### src/rtl/if_fetch_stage_pkg.sv
// Shared definitions for the instruction fetch stage: bus widths, reset PC,
// exception codes and the fetch FSM state encoding.
package if_fetch_stage_pkg;

    localparam int unsigned STALL_BUS    = 4;
    localparam int unsigned EXC_CODE_BUS = 5;

    localparam logic [31:0]             PC_INIT  = 32'hBFC0_0000;
    localparam logic [EXC_CODE_BUS-1:0] EXC_ADEL = 5'h04;
    localparam logic [EXC_CODE_BUS-1:0] EXC_NONE = 5'h10;

    typedef enum logic [2:0] {
        StIdle,
        StReq,
        StWait,
        StHold,
        StDrop
    } fetch_state_e;

    function automatic logic misaligned(input logic [31:0] addr);
        return addr[1:0] != 2'b00;
    endfunction

endpackage

### src/rtl/if_fetch_stage.sv
// Instruction fetch stage: owns the fetch PC and drives an SRAM-like fetch port,
// delivering one word (or an address-error marker) per accepted fetch to IF/ID.
module if_fetch_stage
    import if_fetch_stage_pkg::*;
#(
    parameter logic [31:0]             PC_INIT  = if_fetch_stage_pkg::PC_INIT,
    parameter logic [EXC_CODE_BUS-1:0] EXC_ADEL = if_fetch_stage_pkg::EXC_ADEL,
    parameter logic [EXC_CODE_BUS-1:0] EXC_NONE = if_fetch_stage_pkg::EXC_NONE
) (
    input  logic                    cpu_clk_50M,
    input  logic                    cpu_rst_n,
    input  logic [STALL_BUS-1:0]    stall,
    input  logic                    flush,
    input  logic [31:0]             flush_addr,
    input  logic                    jump_flag,
    input  logic [31:0]             jump_addr,
    output logic                    inst_req,
    output logic [31:0]             inst_addr,
    input  logic                    inst_addr_ok,
    input  logic                    inst_data_ok,
    input  logic [31:0]             inst_rdata,
    output logic [31:0]             if_pc,
    output logic [EXC_CODE_BUS-1:0] if_exccode,
    output logic [31:0]             inst_o,
    output logic                    if_valid,
    output logic                    stallreq_if
);

    fetch_state_e state_q, state_d;
    logic [31:0]  pc_q, pc_d;
    logic [31:0]  jump_target_q, jump_target_d;
    logic [31:0]  buffer_q, buffer_d;
    logic         jump_pending_q, jump_pending_d;
    logic [31:0]  next_seq_pc;
    logic         done;
    logic         unused_stall;

    assign unused_stall = ^stall[STALL_BUS-1:2];

    // A jump seen in the completing cycle beats one recorded earlier.
    always_comb begin
        next_seq_pc = pc_q + 32'd4;
        if (jump_flag) begin
            next_seq_pc = jump_addr;
        end else if (jump_pending_q) begin
            next_seq_pc = jump_target_q;
        end
    end

    always_comb begin
        state_d        = state_q;
        pc_d           = pc_q;
        jump_pending_d = jump_pending_q;
        jump_target_d  = jump_target_q;
        buffer_d       = buffer_q;
        inst_req       = 1'b0;
        stallreq_if    = 1'b0;
        if_valid       = 1'b0;
        inst_o         = 32'd0;
        if_exccode     = EXC_NONE;
        done           = 1'b0;

        unique case (state_q)
            StIdle: begin
                if (flush) begin
                    pc_d    = flush_addr;
                    state_d = misaligned(flush_addr) ? StIdle : StReq;
                end else if (misaligned(pc_q)) begin
                    if_valid   = 1'b1;
                    if_exccode = EXC_ADEL;
                    done       = !stall[1];
                end else if (!stall[0]) begin
                    state_d = StReq;
                end
            end
            StReq: begin
                inst_req    = 1'b1;
                stallreq_if = 1'b1;
                if (flush) begin
                    pc_d = flush_addr;
                    // An accepted request must still have its response swallowed.
                    if (inst_addr_ok) begin
                        state_d = StDrop;
                    end else if (misaligned(flush_addr)) begin
                        state_d = StIdle;
                    end
                end else if (inst_addr_ok) begin
                    state_d = StWait;
                end
            end
            StWait: begin
                stallreq_if = 1'b1;
                if (flush) begin
                    pc_d    = flush_addr;
                    state_d = inst_data_ok ? StIdle : StDrop;
                end else if (inst_data_ok) begin
                    if (!stall[1]) begin
                        if_valid = 1'b1;
                        inst_o   = inst_rdata;
                        done     = 1'b1;
                    end else begin
                        buffer_d = inst_rdata;
                        state_d  = StHold;
                    end
                end
            end
            StHold: begin
                if (flush) begin
                    pc_d    = flush_addr;
                    state_d = StIdle;
                end else if (!stall[1]) begin
                    if_valid = 1'b1;
                    inst_o   = buffer_q;
                    done     = 1'b1;
                end
            end
            StDrop: begin
                if (flush) begin
                    pc_d = flush_addr;
                end
                if (inst_data_ok) begin
                    state_d = StIdle;
                end
            end
            default: state_d = StIdle;
        endcase

        if (done) begin
            pc_d           = next_seq_pc;
            jump_pending_d = 1'b0;
            state_d        = StIdle;
        end else if (flush) begin
            jump_pending_d = 1'b0;
        end else if (jump_flag) begin
            jump_pending_d = 1'b1;
            jump_target_d  = jump_addr;
        end
    end

    always_ff @(posedge cpu_clk_50M or negedge cpu_rst_n) begin
        if (!cpu_rst_n) begin
            state_q        <= StIdle;
            pc_q           <= PC_INIT;
            jump_pending_q <= 1'b0;
            jump_target_q  <= 32'd0;
            buffer_q       <= 32'd0;
        end else begin
            state_q        <= state_d;
            pc_q           <= pc_d;
            jump_pending_q <= jump_pending_d;
            jump_target_q  <= jump_target_d;
            buffer_q       <= buffer_d;
        end
    end

    assign inst_addr = pc_q;
    assign if_pc     = pc_q;

endmodule

### config.mk
export PLATFORM = sky130hd
export DESIGN_NAME = if_fetch_stage
export DESIGN_NICKNAME = d
export VERILOG_FILES = /design/src/rtl/if_fetch_stage_pkg.sv /design/src/rtl/if_fetch_stage.sv
export SDC_FILE = /design/constraint.sdc
export NUM_CORES = 1
export LEC_CHECK = 0
export ABC_AREA = 1
export CAP_MARGIN = 15
export CORE_UTILIZATION = 43
export DETAILED_ROUTE_END_ITERATION = 6
export PLACE_DENSITY_LB_ADDON = 0.08
export SLEW_MARGIN = 20
export SYNTH_ARGS = -nofsm -noshare
export SYNTH_HDL_FRONTEND = slang
export SYNTH_SLANG_ARGS = --single-unit
### constraint.sdc
create_clock -name cpu_clk_50M -period 1.5 [get_ports cpu_clk_50M]
set_clock_uncertainty 0.05 [all_clocks]
set_input_delay 0.225 -clock cpu_clk_50M [delete_from_list [all_inputs] [get_ports cpu_clk_50M]]
set_output_delay 0.225 -clock cpu_clk_50M [all_outputs]
set_load 0.05 [all_outputs]
==> impl_metrics.py <==
metrics = {
    "route": {
        "wl_per_cell_um": 20.2,
        "met2_length_um": 15100,
        "drc": 35,
        "drt-pass1-iter-count": 7,
        "ant_nets": 0,
        "dr.max_layer_used": "met4",
        "vias_per_cell": 5.67,
        "num_vias": 8342,
        "routed_wl_um": 29700,
        "drtIter0Drc": 725,
        "met3_length_um": 2750,
        "met1_length_um": 9820,
    },
    "final_layout": {
        "antenna_cells": 0,
        "drive_gt1_share_pct": 40.8,
        "nets": 1389,
        "syn2layout_area_growth_pct": 98.9,
        "final_util_pct": 88.6,
    },
    "placed_design": {
        "dp_slack_ns": -0.523,
        "io_buffer_count": 204,
        "dp_hpwl_um": 15800,
        "place.gp.congestion": 0.900,
    },
    "synthesis": {
        "synthFlopType": "dfrtp_1",
        "syn_area_mm2": 0.00653,
        "synthCells": 970,
        "synth_seq_area_share_pct": 38.5,
        "ys_warn_count": 0,
        "ys_seq_elements": 100,
        "async_flop_share_pct": 100,
        "synth_edf_count": 0,
        "yosysUniqueCellTypes": 39,
        "avgSynthCellArea_um2": 6.73,
    },
    "critical_path": {
        "crit_path_end_kind": "output port",
        "worstPathBufferInverterCount": 2,
        "cp_top_family": "simple AND/OR/NAND/NOR gates",
        "cpMostUsedCell": "buf_12",
        "ff2ff_setup_slack_ns": -0.51,
        "worst_ep_required_time_ns": 1.22,
        "start_kind": "flip-flop",
        "critPathMaxStageDelay_ns": 0.48,
        "arrival_ns": 1.88,
        "crit_path_top_delay_cell": "dfrtp_2",
        "critPathKind": "flip-flop to output port",
        "crit_path_max_fanout": 10,
        "cp_cell_sequence": "nor3_4, nand3_4, buf_12, o22ai_4, buf_12",
    },
    "power_and_ir_drop": {
        "power_leakage_uw": 0.00577,
        "p_int_uw": 13100,
        "ir_drop_uv": 1860,
        "switchingPower_uw": 11300,
        "p_sw_share_pct": 46.5,
        "seqPwrFrac_pct": 21.0,
        "power_per_cell_area_mw_per_mm2": 1880,
        "combPwrFrac_pct": 68.9,
        "power_frac_clock_pct": 10.1,
    },
    "clocking": {
        "worstSkewPairLatency_ns": 0.36,
        "cts_max_level": 3,
        "cts_made_buffers": 9,
        "clock-root-buffer": "clkbuf_16",
        "path_clk_slew_ns": 0.07,
        "cts_tree": "yes",
        "numClockSinks": 100,
        "clockBufferDepth": 2,
    },
    "sta": {
        "holdWs_ns": 0.355,
        "setup_violations": 151,
        "worst_slack_ns": -0.651,
        "final_max_slew_viol_count": 0,
        "post-route-period-util_pct": 143,
        "fmax_mhz": 465,
        "hold_viol": 0,
        "rsz0062_at_grt": "yes",
        "finalCriticalPeriod_ns": 2.15,
    },
    "floorplan": {
        "core_area_mm2": 0.0146,
        "fp.dieH_um": 125,
        "start_util_pct": 44.6,
        "die-area_mm2": 0.0157,
        "rows": 44,
        "die_w_um": 125,
        "pin_count": 210,
    },
    "global_routing": {
        "grt_pass1_vias": 8335,
        "grt-ovfl-total": 0,
        "grtUsageTotal_pct": 34.2,
        "antenna_found_initial": 0,
        "grt_max_degree": 70,
        "grt_pass1_wl_um": 42200,
    },
    "outcome": {
        "outcome": "finished, violations left",
        "failed_checks": "design-rule violations, negative setup slack",
    },
    "job": {
        "maxCapViolCount": 0,
    },
    "hold_path": {
        "hold_class": "input pin to async pin",
    },
}
==> Yosys cell counts (3+ instances only) <==
cell type,number,area (um^2)
nand2_1,296,1110
dfrtp_1,91,2280
o21bai_1,3,22.5
nor2_2,4,25.0
o21ai_0,78,390
o21ai_1,5,25.0
buf_4,38,285
o211ai_1,3,22.5
inv_1,134,503
buf_6,8,90.1
clkbuf_1,18,67.6
dfstp_2,9,236
or2_2,3,18.8
o21ai_2,12,105
buf_2,12,60.1
nand3_1,59,295
nor2_1,119,447
o22ai_1,43,269
a21oi_1,8,40.0
inv_2,4,15.0
==> final timing paths <==
check,start,end,depth (start not counted)
worst max-delay path,state_q[0],inst_o[10],5
worst max register to register,state_q[2],if_pc[30],14
worst min-delay path,cpu_rst_n,jump_target_q[27],3
max in group asynchronous,cpu_rst_n,if_pc[23],3
min in group cpu_clk_50M,jump_addr[8],jump_target_q[8],3
worst min register to register,buffer_q[13],buffer_q[13],2
==> state kept, by name, indices dropped and copies added (netlist names) <==
register and flops:
jump_pending_q 1, if_pc 32, buffer_q 32, state_q 3, jump_target_q 32
==> layout by cell type (no fill, tap or decap), drive strengths merged, types with 2 or more instances in the layout <==
cell           count
and2               2
buf              268
or2                4
clkinv             6
nor2             126
clkbuf            14
o211ai             4
a21oi              9
conb               3
dfrtp             91
inv              137
o22ai             43
nand3             60
dfstp              9
o21ai             95
nand2            300
nor3               3
clkdlybuf4s50    102
o21bai             3
==> routing by layer <==
layer  vias to the layer above  GRT usage (%)
met5                         -              0
met4                         0           20.2
met3                       182           8.86
met2                       590           60.0
met1                      3938           37.3
li1                       3632              -
==> layout make-up <==
type | instances | area, um^2
timing repair buffer | 374 | 5100
clock inverter | 5 | 61.3
tap | 184 | 230
inverter | 140 | 576
fill | 677 | 1670
clock buffer | 11 | 243
multi-input combinational | 657 | 4200
sequential | 100 | 2570
==> kinds of logic after synthesis <==
logic type      after synthesis  share of synthesized area, %
xor+xnor                      1                         0.134
other cells                   1                        0.0575
compound gates              156                          14.0
simple gates                495                          31.3
flops                       100                          38.5
buf+inv                     216                          15.8
fa+ha+maj                     1                         0.192
==> power groups by stage <==
stage	registers [uW]	logic, uW	clock network [uW]
3_5_place_dp	4950	13700	0
6_report	5120	16800	2460
5_1_grt	5210	17400	2590
2_1_floorplan	6450	5900	0
3_3_place_gp	4940	13400	0
4_1_cts	4970	15600	2480
==> worst reg2reg max path, cell delays in order, from the launching register on <==
cell	delay (ns)
dfrtp_2	0.49
buf_6	0.16
inv_4	0.06
nand2_4	0.06
nor2_4	0.11
buf_6	0.13
nand2_8	0.06
nand3_4	0.09
buf_12	0.12
buf_8	0.11
nand2_8	0.08
buf_12	0.16
nor2_4	0.14
nand2_2	0.08
nand2_1	0.06
==> timing repair <==
| item | 4_1_cts | 5_1_grt |
|---|---|---|
| cloned | 16 | 4 |
| setup endpoints to repair | 150 | 153 |
| hold endpoints to repair | 91 | 0 |
| hold buffers | 1 | 0 |
| resized for setup | 167 | 73 |
| pin swaps | 46 | 43 |
| buffers inserted | 30 | 19 |
==> per-stage QoR <==
step | cells | TNS (ns) | total power [uW] | instance area (um^2)
finish | 1471 | -57.45 | 24400 | 13000
CTS | 1456 | -47.90 | 23100 | 12600
global route | 1471 | -62.17 | 25200 | 13000
global placement | 1393 | -47.49 | 18400 | 11000
detailed placement | 1393 | -52.55 | 18600 | 11000
floorplan | 972 | -13.14 | 12400 | 7250
(Power assumes the default switching activity.)
